### src/rtl/bp_be_retire_track_pkg.sv
`default_nettype none
// ============================================================================
// Module   : bp_be_pkg
// Purpose  : Shared types for the backend retire tracker (FSM states and the
//            width-parameterised pipeline slot struct).
// Revision : 1.0  initial release
// ============================================================================

// The slot widths come from module parameters, so the struct is stamped out
// inside each user through this macro instead of living in the package.
`define BP_BE_DECLARE_RETIRE_SLOT_S(exc_w, spc_w) \
    typedef struct packed {                        \
        logic              v;                      \
        logic              qv;                     \
        logic [exc_w-1:0]  exc;                    \
        logic [spc_w-1:0]  spc;                    \
    } bp_be_retire_slot_s

`define BP_BE_RETIRE_SLOT_WIDTH(exc_w, spc_w) (2 + (exc_w) + (spc_w))

package bp_be_pkg;

    typedef enum logic [1:0] {
        e_run   = 2'd0,
        e_drain = 2'd1,
        e_wfi   = 2'd2
    } bp_be_retire_track_state_e;

    // Wide enough for drain_cycles_p up to 7.
    localparam int c_drain_cnt_w = 3;

endpackage

`default_nettype wire

### src/rtl/bp_be_retire_track_slot.sv
`default_nettype none
// ============================================================================
// Module   : bp_be_retire_track_slot
// Purpose  : One pipeline slot register with load and kill control; kill
//            empties the slot and takes priority over load.
// Revision : 1.0  initial release
// ============================================================================

module bp_be_retire_track_slot #(
    parameter int exception_width_p = 16,
    parameter int special_width_p   = 8,
    parameter int slot_width_p      = `BP_BE_RETIRE_SLOT_WIDTH(exception_width_p, special_width_p)
) (
    input  logic                    clk_i,
    input  logic                    reset_n_i,
    input  logic                    load_i,
    input  logic                    kill_i,
    input  logic [slot_width_p-1:0] data_i,
    output logic [slot_width_p-1:0] data_o
);

    logic [slot_width_p-1:0] r_data;

    always_ff @(posedge clk_i or negedge reset_n_i) begin
        if (!reset_n_i) begin
            r_data <= '0;
        end else if (kill_i) begin
            r_data <= '0;
        end else if (load_i) begin
            r_data <= data_i;
        end
    end

    assign data_o = r_data;

endmodule

`default_nettype wire

### src/rtl/bp_be_retire_track.sv
`default_nettype none
// ============================================================================
// Module   : bp_be_retire_track
// Purpose  : Follows issued ops through ex1/ex2, accumulates exception and
//            special flags, presents the retire bundle two cycles after issue
//            and blocks issue during post-exception drain and WFI.
//            Optional statistics counters: BP_BE_RETIRE_TRACK_STATS_EN.
// Revision : 1.0  initial release
// ============================================================================

module bp_be_retire_track
    import bp_be_pkg::*;
#(
    parameter int exception_width_p = 16,
    parameter int special_width_p   = 8,
    parameter int wfi_idx_p         = 0,
    parameter int drain_cycles_p    = 2
) (
    input  logic                         clk_i,
    input  logic                         reset_n_i,
    input  logic                         issue_v_i,
    input  logic                         issue_queue_v_i,
    output logic                         issue_ready_o,
    input  logic [exception_width_p-1:0] ex1_exception_i,
    input  logic [special_width_p-1:0]   ex1_special_i,
    input  logic [exception_width_p-1:0] ex2_exception_i,
    input  logic [special_width_p-1:0]   ex2_special_i,
    input  logic                         flush_i,
    input  logic                         irq_waiting_i,
    output logic                         retire_v_o,
    output logic                         retire_queue_v_o,
    output logic [exception_width_p-1:0] retire_exception_o,
    output logic [special_width_p-1:0]   retire_special_o
`ifdef BP_BE_RETIRE_TRACK_STATS_EN
   ,output logic [31:0]                  instret_cnt_o,
    output logic [31:0]                  exc_cnt_o,
    output logic [31:0]                  drain_cnt_o
`endif
);

    `BP_BE_DECLARE_RETIRE_SLOT_S(exception_width_p, special_width_p);

    localparam int c_slot_w = `BP_BE_RETIRE_SLOT_WIDTH(exception_width_p, special_width_p);
    localparam logic [c_drain_cnt_w-1:0] c_drain_init = c_drain_cnt_w'(drain_cycles_p - 1);
    localparam logic [c_drain_cnt_w-1:0] c_drain_one  = c_drain_cnt_w'(1);

    bp_be_retire_slot_s w_ex1_d, w_ex1_q;
    bp_be_retire_slot_s w_ex2_d, w_ex2_q;

    bp_be_retire_track_state_e r_state, w_state_next;
    logic [c_drain_cnt_w-1:0]  r_drain_cnt, w_drain_cnt_next;
    logic                      r_ready_en;

    logic w_has_exc;
    logic w_has_spc;
    logic w_is_wfi;

    // ------------------------------------------------------------------
    // Slot pipeline; flags raised in ex1 belong to the ex1 occupant
    // ------------------------------------------------------------------
    always_comb begin
        w_ex1_d    = '0;
        w_ex1_d.v  = issue_v_i & issue_ready_o;
        w_ex1_d.qv = issue_queue_v_i;

        w_ex2_d    = '0;
        w_ex2_d.v  = w_ex1_q.v;
        w_ex2_d.qv = w_ex1_q.qv;
        if (w_ex1_q.v) begin
            w_ex2_d.exc = w_ex1_q.exc | ex1_exception_i;
            w_ex2_d.spc = w_ex1_q.spc | ex1_special_i;
        end
    end

    bp_be_retire_track_slot #(
        .exception_width_p (exception_width_p),
        .special_width_p   (special_width_p),
        .slot_width_p      (c_slot_w)
    ) u_ex1_slot (
        .clk_i     (clk_i),
        .reset_n_i (reset_n_i),
        .load_i    (1'b1),
        .kill_i    (flush_i),
        .data_i    (w_ex1_d),
        .data_o    (w_ex1_q)
    );

    // The ex2 occupant caused any flush, so only its successor is killed.
    bp_be_retire_track_slot #(
        .exception_width_p (exception_width_p),
        .special_width_p   (special_width_p),
        .slot_width_p      (c_slot_w)
    ) u_ex2_slot (
        .clk_i     (clk_i),
        .reset_n_i (reset_n_i),
        .load_i    (1'b1),
        .kill_i    (flush_i),
        .data_i    (w_ex2_d),
        .data_o    (w_ex2_q)
    );

    assign retire_v_o         = w_ex2_q.v;
    assign retire_queue_v_o   = w_ex2_q.v & w_ex2_q.qv;
    assign retire_exception_o = w_ex2_q.v ? (w_ex2_q.exc | ex2_exception_i) : '0;
    assign retire_special_o   = w_ex2_q.v ? (w_ex2_q.spc | ex2_special_i) : '0;

    assign w_has_exc = |retire_exception_o;
    assign w_has_spc = |retire_special_o;
    assign w_is_wfi  = retire_special_o[wfi_idx_p];

    // ------------------------------------------------------------------
    // Issue-blocking FSM
    // ------------------------------------------------------------------
    always_ff @(posedge clk_i or negedge reset_n_i) begin
        if (!reset_n_i) begin
            r_state     <= e_run;
            r_drain_cnt <= '0;
            r_ready_en  <= 1'b0;
        end else begin
            r_state     <= w_state_next;
            r_drain_cnt <= w_drain_cnt_next;
            r_ready_en  <= 1'b1;
        end
    end

    always_comb begin
        w_state_next     = r_state;
        w_drain_cnt_next = r_drain_cnt;
        case (r_state)
            e_run: begin
                // Exception outranks WFI; a WFI mixed with other specials still sleeps.
                if (retire_v_o) begin
                    if (w_has_exc) begin
                        w_state_next     = e_drain;
                        w_drain_cnt_next = c_drain_init;
                    end else if (w_is_wfi) begin
                        w_state_next = e_wfi;
                    end else if (w_has_spc) begin
                        w_state_next     = e_drain;
                        w_drain_cnt_next = c_drain_init;
                    end
                end
            end
            e_drain: begin
                if (r_drain_cnt == '0) begin
                    w_state_next = e_run;
                end else begin
                    w_drain_cnt_next = r_drain_cnt - c_drain_one;
                end
            end
            e_wfi: begin
                if (irq_waiting_i || flush_i) begin
                    w_state_next = e_run;
                end
            end
            default: begin
                w_state_next     = e_run;
                w_drain_cnt_next = '0;
            end
        endcase
    end

    // Held low for the first edge after reset release.
    assign issue_ready_o = r_ready_en & (r_state == e_run);

`ifdef BP_BE_RETIRE_TRACK_STATS_EN
    logic [31:0] r_instret_cnt;
    logic [31:0] r_exc_cnt;
    logic [31:0] r_drain_stat_cnt;
    logic        w_instret_inc;
    logic        w_exc_inc;
    logic        w_drain_inc;

    assign w_instret_inc = retire_queue_v_o & ~w_has_exc;
    assign w_exc_inc     = retire_v_o & w_has_exc;
    assign w_drain_inc   = (r_state == e_drain) | (r_state == e_wfi);

    always_ff @(posedge clk_i or negedge reset_n_i) begin
        if (!reset_n_i) begin
            r_instret_cnt    <= '0;
            r_exc_cnt        <= '0;
            r_drain_stat_cnt <= '0;
        end else begin
            if (w_instret_inc && (r_instret_cnt != '1)) r_instret_cnt <= r_instret_cnt + 32'd1;
            if (w_exc_inc && (r_exc_cnt != '1))         r_exc_cnt     <= r_exc_cnt + 32'd1;
            if (w_drain_inc && (r_drain_stat_cnt != '1)) r_drain_stat_cnt <= r_drain_stat_cnt + 32'd1;
        end
    end

    assign instret_cnt_o = r_instret_cnt;
    assign exc_cnt_o     = r_exc_cnt;
    assign drain_cnt_o   = r_drain_stat_cnt;
`endif

endmodule

`default_nettype wire

### config.mk
export PLATFORM = sky130hd
export DESIGN_NAME = bp_be_retire_track
export DESIGN_NICKNAME = d
export VERILOG_FILES = /design/src/rtl/bp_be_retire_track_pkg.sv /design/src/rtl/bp_be_retire_track_slot.sv /design/src/rtl/bp_be_retire_track.sv
export SDC_FILE = /design/constraint.sdc
export NUM_CORES = 1
export LEC_CHECK = 0
export ABC_AREA = 1
export CAP_MARGIN = 20
export CORE_UTILIZATION = 35
export CTS_CLUSTER_DIAMETER = 30
export DETAILED_ROUTE_END_ITERATION = 16
export DONT_BUFFER_PORTS = 1
export PLACE_DENSITY_LB_ADDON = 0.12
export SLEW_MARGIN = 25
export SYNTH_ARGS = -nofsm -noshare
export SYNTH_HDL_FRONTEND = slang
export SYNTH_SLANG_ARGS = --single-unit
### constraint.sdc
create_clock -name clk_i -period 1.9 [get_ports clk_i]
set_input_delay 0.38 -clock clk_i [delete_from_list [all_inputs] [get_ports clk_i]]
set_output_delay 0.38 -clock clk_i [all_outputs]
set_load 0.05 [all_outputs]
==> impl_metrics.yaml, run 1 <==
hold_path:
  hold_start: "flush_i"
  worstHoldPathType: "input port to flip-flop"
  hold_depth: 1
  whs_endpoint: "u_ex2_slot.data_o[1]"
layout:
  fill_cells: 438
  antenna_cells: 0
  drive_gt1_share_pct: 24.8
  stdcell_count: 294
  fin_util_pct: 49.1
  area_delta_synth_final_pct: 31.2
  final_nets: 298
drt:
  drt_iter0_drc: 94
  vias_per_cell: 4.79
  vias: 1409
  drt-total-wl_mm: 3.90
  wire_per_inst_um: 13.2
  drtAntennaViolNets: 0
  firstDrtPassIters: 11
  drc: 4
clock_network:
  cts.sinks: 34
  clock_path_buffers: 2
  clk_latency_ns: 0.27
  h-tree-depth: 2
  cts_tree: "yes"
  clock-root-buffer: "clkbuf_8"
  cts_buffers: 5
  clk_pin_slew_worst_paths_ns: 0.07
worst_setup_path:
  worst-path-buf-inv: 3
  worstRegToRegCells: 10
  arrival_ns: 1.43
  crit_slowest_cell: "dfrtp_2"
  worstReg2RegStart: "u_ex2_slot.data_o[25]"
  regToRegSetupSlack_ns: 0.18
  crit_chain: "buf_4 -> o21ai_0 -> inv_1 -> buf_12"
  crit_fanout: 18
  endpoint_kind: "output port"
  path_delay_family: "buffers and inverters"
  start_kind: "flip-flop"
  worst_ep_required_time_ns: 1.52
  reg2reg_to: "r_drain_cnt[0]"
  cp_slowest_stage_delay_ns: 0.41
  crit_type: "flip-flop to output port"
sta:
  hold_viol_final: 0
  finalMaxSlewViolations: 0
  rsz0062_at_grt: "no"
  setup_viol: 0
  fin_crit_ns: 1.81
  fin_crit_sh_pct: 95.2
  fmax_mhz: 553
  setup_tns_ns: 0
  finClkSkew_ns: 0.00575
outcome:
  status: "complete, but fails checks"
  violations: "design-rule violations"
yosys:
  ys_types: 20
  yosys.area.top_type_share_pct: 50.8
  syn-mean-instance-area_um2: 7.90
  ys_seq_area_share_pct: 50.8
  yosysWarnings: 0
  yosysTopAreaCell: "dfrtp_1"
  synth_area_leaders: "dfrtp_1 51%, nor2_1 11%, nand2_1 10%, inv_1 7.2%, o21ai_2 5.2%"
  syn_area_um2: 1680
  ys_ff_latch: 34
  syn_nets: 268
  synth_cells: 212
place:
  gp_congestion: 0.781
  dpl.cell_count: 285
  dpl.hpwl_mm: 2.86
  io_buffers: 0
die:
  initial_core_util_pct: 37.4
  die_h_um: 71.2
  dieArea_um2: 5070
  top_level_ports: 81
  die_w_um: 71.2
  rows: 24
  fp.coreArea_um2: 4470
grt:
  grt_max_degree: 35
  overflow: 0
  grt_antenna_before_repair: 0
  grt_first_pass_wirelength_mm: 6.47
  grt_use_total_pct: 17.1
  grt_pass1_vias: 1455
power:
  power_leakage_uw: 0.00125
  vdd_drop_max_v: 0.000354
  powerDensity_nw_per_um2: 834
run:
  cap_violations: 0
==> through the flow <==
step	power, uW	setup slack [ns]	hold WS (ns)	instance area [um^2]
global placement	1270	0.312	0.0851	2080
finish	1830	0.0914	0.160	2200
global route	1960	0.00414	0.140	2200
CTS	1860	0.0600	0.143	2200
detailed placement	1300	0.218	0.0849	2080
floorplan	1180	0.115	0.0844	1710
==> timing repair <==
item	4_1_cts	5_1_grt
gates resized for setup	0	0
hold buffers	2	0
buffers inserted	0	0
endpoints found under the setup margin	0	0
hold endpoints to repair	34	0
==> power breakdown <==
part,switching [uW],leakage [uW],internal (uW),total (uW)
clock network,235,0.0000443,287,522
logic,323,0.000748,169,492
registers,40.4,0.000462,778,819
total,599,0.00125,1230,1830
==> registers in the layout, summed over array words and instances, names as in the netlist <==
name	count
u_ex2_slot.data_o	26
r_state	2
r_drain_cnt	3
u_ex1_slot.data_o	2
r_ready_en	1
==> synth_stat cells <==
library cell / instances
nand2_2: 3
buf_1: 1
ha_1: 2
nor2_1: 47
a21oi_1: 5
clkbuf_1: 5
nand4_1: 3
nand3_1: 3
dfrtp_1: 34
o21ai_1: 5
nor3_1: 1
conb_1: 1
inv_1: 32
nand2_1: 45
buf_6: 2
nor2_4: 2
nand3_2: 2
nor2_2: 2
o21ai_2: 10
o21ai_0: 7
==> cells by family after synthesis <==
group                      after synthesis  share of synthesized area, %
DFF                                     34                          50.8
and+or+nand+nor                        108                          27.3
buffers and inverters                   40                          9.86
adders and majority gates                2                          1.49
AOI/OAI and AO/OA                       27                          10.3
other                                    1                         0.224
==> layout by cell type, fill, tap and decap left out <==
cell type       n
nor2_1         43
clkbuf_1        1
nand3_2         2
inv_1          32
o21ai_2        10
nor2_2          2
conb_1          1
nand2_2         3
a21oi_1         5
o21ai_1         5
o21ai_0         7
dfrtp_2         1
buf_12         12
clkbuf_8        6
buf_4          18
nand2_1        45
ha_1            2
nand4_1         3
nor3_1          1
dlygate4sd3_1   1
dfrtp_1        33
nor2_4          6
nand3_1         3
==> worst max path at each step <==
| stage | startpoint | end | cells after the start |
|---|---|---|---|
| 2_1_floorplan | u_ex2_slot.data_o[25] | r_drain_cnt[2] | 9 |
| 6_report | u_ex2_slot.data_o[25] | retire_exception_o[1] | 4 |
| 3_5_place_dp | u_ex2_slot.data_o[25] | r_drain_cnt[0] | 10 |
| 4_1_cts | u_ex2_slot.data_o[25] | retire_exception_o[1] | 4 |
| 3_3_place_gp | u_ex2_slot.data_o[25] | r_drain_cnt[2] | 10 |
| 5_1_grt | u_ex2_slot.data_o[25] | retire_exception_o[1] | 4 |
==> worst register-to-register path, delay by kind of cell (launching register included) <==
family / cells / cell delay [ns]
AO/OA/AOI/OAI: 1 / 0.16
buffers and inverters: 1 / 0.23
flip-flops: 1 / 0.44
AND/OR/NAND/NOR: 8 / 0.82
==> layer usage <==
| layer | up-vias | GRT usage [%] | share of wire [%] |
|---|---|---|---|
| li1 | 699 | - | - |
| met1 | 655 | 18.0 | 38 |
| met2 | 51 | 30.3 | 54 |
| met3 | 4 | 6.84 | 7.5 |
| met4 | 0 | 6.89 | 0.87 |
| met5 | - | 0 | 0 |
==> layout make-up <==
cell class	count	area [um^2]	share of cell area [%]
inverters	32	120	5.46
well taps	52	65.1	2.96
clock buffers	7	86.3	3.93
multi-input cells	138	689	31.4
flip-flops and latches	34	852	38.8
repair buffers	31	385	17.5
Note: power is estimated with default switching activity, not from simulation.
==> run 2: changes to the inputs <==
--- a/config.mk
+++ b/config.mk
@@ -7,7 +7,7 @@
 export LEC_CHECK = 0
 export ABC_AREA = 1
 export CAP_MARGIN = 20
-export CORE_UTILIZATION = 35
+export CORE_UTILIZATION = 49
 export CTS_CLUSTER_DIAMETER = 30
 export DETAILED_ROUTE_END_ITERATION = 16
 export DONT_BUFFER_PORTS = 1
==> run 2 against run 1 <==
Net effect:
- the run now ends clean
- via count up 0.57%
- critical path depth unchanged
- cell count is 3.7% lower
- critical endpoint unchanged
- utilization grew 19 points
- largest power group unchanged
- highest routed layer unchanged
- global-route usage increased by 4.7 points
- critical path type unchanged
- die area is 28% lower
- combinational power is 3% lower
- setup slack better by 0.035 ns
- first-iteration DRC count is 36% lower
- final area fell by 2.8%
==> impl_metrics.yaml, run 2 (synthesis gave the netlist of run 1 again) <==
drt:
  wire_per_inst_um: 12.8
  drt-total-wl_mm: 3.63
  drtAntennaViolNets: 0
  vias: 1417
  firstDrtPassIters: 6
  drt_iter0_drc: 60
  vias_per_cell: 5.01
  drc: 0
sta:
  setup_tns_ns: 0
  whs_ns: 0.101
  hold_viol_final: 0
  rsz0062_at_grt: "no"
  finalMaxSlewViolations: 0
  fin_crit_sh_pct: 93.3
  setup_viol: 0
  finClkSkew_ns: 0.00695
  fin_crit_ns: 1.77
  fmax_mhz: 564
power:
  p_sw_share_pct: 32.8
  seq_power_share_pct: 45.4
  powerDensity_nw_per_um2: 847
  p_comb_share_pct: 26.4
  p_int_uw: 1210
  finalPower_uw: 1810
  clockPowerShare_pct: 28.2
  power_leakage_uw: 0.00120
  vdd_drop_max_v: 0.000542
  p_sw_uw: 594
place:
  io_buffers: 0
  gp_congestion: 0.752
  dpl.cell_count: 272
  dpl.hpwl_mm: 2.78
layout:
  fin_util_pct: 67.7
  area_delta_synth_final_pct: 27.5
  layout_common_cells: "45 x nand2_1, 43 x nor2_1, 33 x dfrtp_1"
  drive_gt1_share_pct: 25.9
  final_nets: 294
  stdcell_count: 283
  largest_reg_flops: 26
  layout_commonest_cell: "nand2_1"
  antenna_cells: 0
worst_setup_path:
  crit_type: "flip-flop to output port"
  crit_slowest_cell: "dfrtp_2"
  path_delay_family: "buffers and inverters"
  endpoint_kind: "output port"
  worst_ep_required_time_ns: 1.52
  cp_slowest_stage_delay_ns: 0.45
  crit_fanout: 8
  worst-path-buf-inv: 3
  arrival_ns: 1.39
  crit_chain: "buf_4 -> o21ai_0 -> inv_1 -> buf_12"
  start_kind: "flip-flop"
die:
  initial_core_util_pct: 53.1
  die_h_um: 60.5
  top_level_ports: 81
  fp.coreArea_um2: 3150
  rows: 20
  dieArea_um2: 3660
  die_w_um: 60.5
clock_network:
  clock-root-buffer: "clkbuf_4"
  clock_path_buffers: 2
  clk_pin_slew_worst_paths_ns: 0.10
  h-tree-depth: 2
  cts_tree: "yes"
  clk_latency_ns: 0.33
  cts.sinks: 34
  cts_buffers: 5
grt:
  grt_max_degree: 35
  overflow: 0
  grt_first_pass_wirelength_mm: 5.58
  grt_pass1_vias: 1350
  grt_use_total_pct: 21.8
  grt_antenna_before_repair: 0
run:
  cap_violations: 0
hold_path:
  worstHoldPathType: "input port to flip-flop"
outcome:
  status: "complete, no violations"
-- run 2: cell count changes in the layout (fill, tap and decap cells not counted), moves of 2 or more --
| cell | change |
|---|---|
| buf_12 | -2 |
| buf_4 | -2 |
| clkbuf_4 | +5 |
| clkbuf_8 | -6 |
| clkinv_2 | +2 |
| clkinvlp_4 | +3 |
| inv_1 | -4 |
-- run 2: worst paths after layout --
| check | depth (start not counted) | slack, ns | startpoint | endpoint |
|---|---|---|---|---|
| min in group asynchronous | 2 | 0.48 | reset_n_i | u_ex2_slot.data_o[10] |
| worst min-delay path | 1 | 0.10 | flush_i | u_ex2_slot.data_o[7] |
| worst max register to register | 10 | 0.28 | u_ex2_slot.data_o[25] | r_drain_cnt[1] |
| max in group asynchronous | 2 | 1.24 | reset_n_i | u_ex2_slot.data_o[25] |
| worst max-delay path | 4 | 0.13 | u_ex2_slot.data_o[25] | retire_exception_o[1] |
| worst min register to register | 2 | 0.50 | u_ex1_slot.data_o[24] | u_ex2_slot.data_o[24] |
-- run 2: layer usage --
metal	up-vias	wire length [um]	share of wire (%)	track usage, %
met5	-	0	0	0
met4	0	71	2.0	11.4
met3	10	348	9.6	9.59
met2	65	1890	52	37.7
met1	653	1320	36	22.4
li1	689	-	-	-
-- run 2: timing repair --
item,4_1_cts,5_1_grt
setup endpoints to repair,11,0
setup buffers,1,0
hold endpoints to repair,34,0
hold buffers,2,0
gates resized for setup,4,0
-- run 2: stage by stage --
step / worst slack, ns / area (um^2)
2_1_floorplan: 0.115 / 1710
3_3_place_gp: 0.306 / 2010
3_5_place_dp: 0.250 / 2010
4_1_cts: 0.107 / 2140
5_1_grt: 0.0453 / 2140
6_report: 0.127 / 2140
-- run 2: power by group through the flow --
stage / clock, uW / sequential (uW) / combinational, uW
after floorplan: 0 / 823 / 361
after global placement: 0 / 835 / 426
after detailed placement: 0 / 838 / 446
after CTS: 523 / 821 / 476
after global routing: 554 / 829 / 527
final: 510 / 820 / 478
-- run 2: worst register-to-register path: stages, from the launching register on --
cell	delay (ns)
dfrtp_2	0.45
buf_4	0.19
o21ai_0	0.13
nand2_2	0.08
nor2_2	0.11
nand2_2	0.07
nor2_4	0.14
nand3_2	0.14
nand3_2	0.12
nand2_1	0.07
nand2_1	0.05
-- run 2: final cells by class --
| cell class | instances | area (um^2) |
|---|---|---|
| flip-flops and latches | 34 | 852 |
| inverters | 32 | 131 |
| multi-input cells | 138 | 689 |
| repair buffers | 27 | 330 |
| clock buffers | 5 | 37.5 |
| well taps | 44 | 55.1 |
| fillers | 268 | 1020 |
| clock inverters | 3 | 40.0 |
==> run 3: changes to the inputs <==
--- a/config.mk
+++ b/config.mk
@@ -7,7 +7,7 @@
 export LEC_CHECK = 0
 export ABC_AREA = 1
 export CAP_MARGIN = 20
-export CORE_UTILIZATION = 49
+export CORE_UTILIZATION = 55
 export CTS_CLUSTER_DIAMETER = 30
 export DETAILED_ROUTE_END_ITERATION = 16
 export DONT_BUFFER_PORTS = 1
@@ -15,4 +15,5 @@
 export SLEW_MARGIN = 25
 export SYNTH_ARGS = -nofsm -noshare
 export SYNTH_HDL_FRONTEND = slang
+export SYNTH_HIERARCHICAL = 1
 export SYNTH_SLANG_ARGS = --single-unit
==> run 3 against run 2 <==
Net effect:
- first-iteration DRC count rose to 2.9 times the previous value
- total power up 84%
- clock-buffer cell count up 7
- die area up 69%
- sequential power up 67%
- critical path depth unchanged
- final area up 87%
- clock skew up 0.00083 ns
- register-to-register slack better by 0.11 ns
- global-route usage up 4.2 points
- cell count up 86%
- non-clock buffer count up 4
- critical endpoint is now retire_special_o[4]
- largest cell class is now multi-input gates
==> impl_metrics.yaml, run 3 <==
outcome:
  status: "complete, no violations"
sta:
  fin_crit_ns: 1.78
  fin_crit_sh_pct: 93.9
  fmax_mhz: 561
  finClkSkew_ns: 0.00778
  setup_viol: 0
  whs_ns: 0.203
  setup_tns_ns: 0
  finalMaxSlewViolations: 0
  hold_viol_final: 0
  rsz0062_at_grt: "no"
yosys:
  syn-mean-instance-area_um2: 8.08
  synthFlopType: "dfrtp_1"
  synth_most_common_cell: "nand2_1"
  ys_seq_area_share_pct: 45.0
  synth_cells: 399
  synthArstFlopShare_pct: 100
  syn_area_um2: 3220
  yosys.area.top_type_share_pct: 45.0
  synth_top_cells_by_count: "123 x nand2_1, 67 x nor2_1, 58 x dfrtp_1, 32 x nand3_1, 26 x nand3_2"
  yosysWarnings: 6
  yosysTopAreaCell: "dfrtp_1"
  synth_area_leaders: "dfrtp_1 45%, nand2_1 14%, nand3_2 8.1%, nor2_1 7.8%, nand3_1 5.0%"
  ys_ff_latch: 58
  synth-edff-count: 0
  ys_types: 25
clock_network:
  h-tree-depth: 3
  cts_setup_buffers: 0
  clk_latency_ns: 0.32
  hold_buffers: 2
  cts_resized: 0
  cts.sinks: 58
  clock_path_buffers: 2
  clock-root-buffer: "clkbuf_8"
  cts_buffers: 9
  cts_tree: "yes"
  clk_pin_slew_worst_paths_ns: 0.07
drt:
  vias: 2630
  vias_per_cell: 5.01
  drt-total-wl_mm: 7.29
  drc: 0
  drtAntennaViolNets: 0
  wire_per_inst_um: 13.9
  drt_iter0_drc: 173
  firstDrtPassIters: 4
layout:
  layout_commonest_cell: "nand2_1"
  fill_cells: 462
  drive_gt1_share_pct: 24.1
  antenna_cells: 0
  layout_common_cells: "123 x nand2_1, 62 x nor2_1, 58 x dfrtp_1"
  area_delta_synth_final_pct: 23.7
  final_nets: 504
run:
  cap_violations: 0
place:
  gp_congestion: 0.846
  dpl.hpwl_mm: 5.34
  io_buffers: 0
worst_setup_path:
  crit_fanout: 13
  worst_ep_required_time_ns: 1.52
  start_kind: "flip-flop"
  arrival_ns: 1.40
  endpoint_kind: "output port"
  crit_type: "flip-flop to output port"
power:
  power_leakage_uw: 0.00225
  powerDensity_nw_per_um2: 836
  vdd_drop_max_v: 0.000619
grt:
  overflow: 0
  grt_max_degree: 59
  grt_first_pass_wirelength_mm: 12.3
  grt_pass1_vias: 2599
  grt_use_total_pct: 26.1
  grt_antenna_before_repair: 0
die:
  die_w_um: 78.6
  top_level_ports: 81
  rows: 27
  dieArea_um2: 6170
  die_h_um: 78.6
  fp.coreArea_um2: 5570
  initial_core_util_pct: 57.8
hold_path:
  worstHoldPathType: "input port to flip-flop"
==> run 3: cell types whose count changed after synthesis, moves of 5 or more <==
cell	previous run	this run
nand3_1	3	32
inv_2	0	5
buf_6	2	13
inv_1	32	24
nand2_1	45	123
dfrtp_1	34	58
nand3_2	2	26
o21ai_2	10	16
nor2_1	47	67
==> run 3: through the flow <==
step	utilization (%)	setup WS [ns]	total power [uW]	instance area [um^2]	cells
6_report	71.5	0.117	3330	3990	525
3_3_place_gp	66.6	0.415	1960	3710	507
5_1_grt	71.5	0.0405	3510	3990	525
3_5_place_dp	66.6	0.382	1970	3710	507
2_1_floorplan	-	0.0344	1880	3360	424
4_1_cts	71.5	0.0918	3340	3990	525
==> run 3: kinds of logic after synthesis <==
logic type,synth area share [%]
buf+inv,9.35
flops,45.0
compound gates,5.74
simple gates,38.9
fa+ha+maj,0.776
other cells,0.233
==> run 3: worst max-delay path, stage by stage (launching register included) <==
cell and delay (ns):
dfrtp_1 0.34, buf_4 0.24, inv_2 0.16, nor2_4 0.14
buf_4 0.20
==> run 3: final cells by class <==
type                    count  area [um^2]  share of cell area (%)
repair buffers             31          480                    12.0
well taps                  72         90.1                    2.26
flip-flops and latches     58         1450                    36.4
clock inverters             4         72.6                    1.82
clock buffers              12          165                    4.14
multi-input cells         316         1600                    40.2
inverters                  32          125                    3.14
==> run 3: final timing paths <==
| kind | from | endpoint | slack (ns) | depth (start not counted) |
|---|---|---|---|---|
| max in group asynchronous | reset_n_i | u_ex2_slot/data_o[16] | 1.04 | 2 |
| max | u_ex2_slot/data_o[25] | retire_special_o[4] | 0.12 | 4 |
| max reg2reg | u_ex2_slot/data_o[25] | r_drain_cnt[0] | 0.39 | 10 |
| min | issue_queue_v_i | u_ex1_slot/data_o[24] | 0.20 | 2 |
| min reg2reg | r_drain_cnt[1] | r_drain_cnt[1] | 0.48 | 2 |
| min in group asynchronous | reset_n_i | u_ex1_slot/data_o[19] | 0.62 | 2 |
==> run 3: metal layers <==
metal | GRT usage, % | part of all wire, % | wire, um
met1 | 35.9 | 45 | 3280
met2 | 39.6 | 46 | 3390
met3 | 5.47 | 7.1 | 517
met4 | 11.3 | 1.4 | 101
met5 | 0 | 0 | 0
==> run 3: report_power, final <==
group	total, uW	leakage [uW]	switching [uW]	internal [uW]
sequential	1370	0.000784	58.1	1320
clock	1340	0.000119	492	844
combinational	625	0.00135	416	209
total	3330	0.00225	966	2370
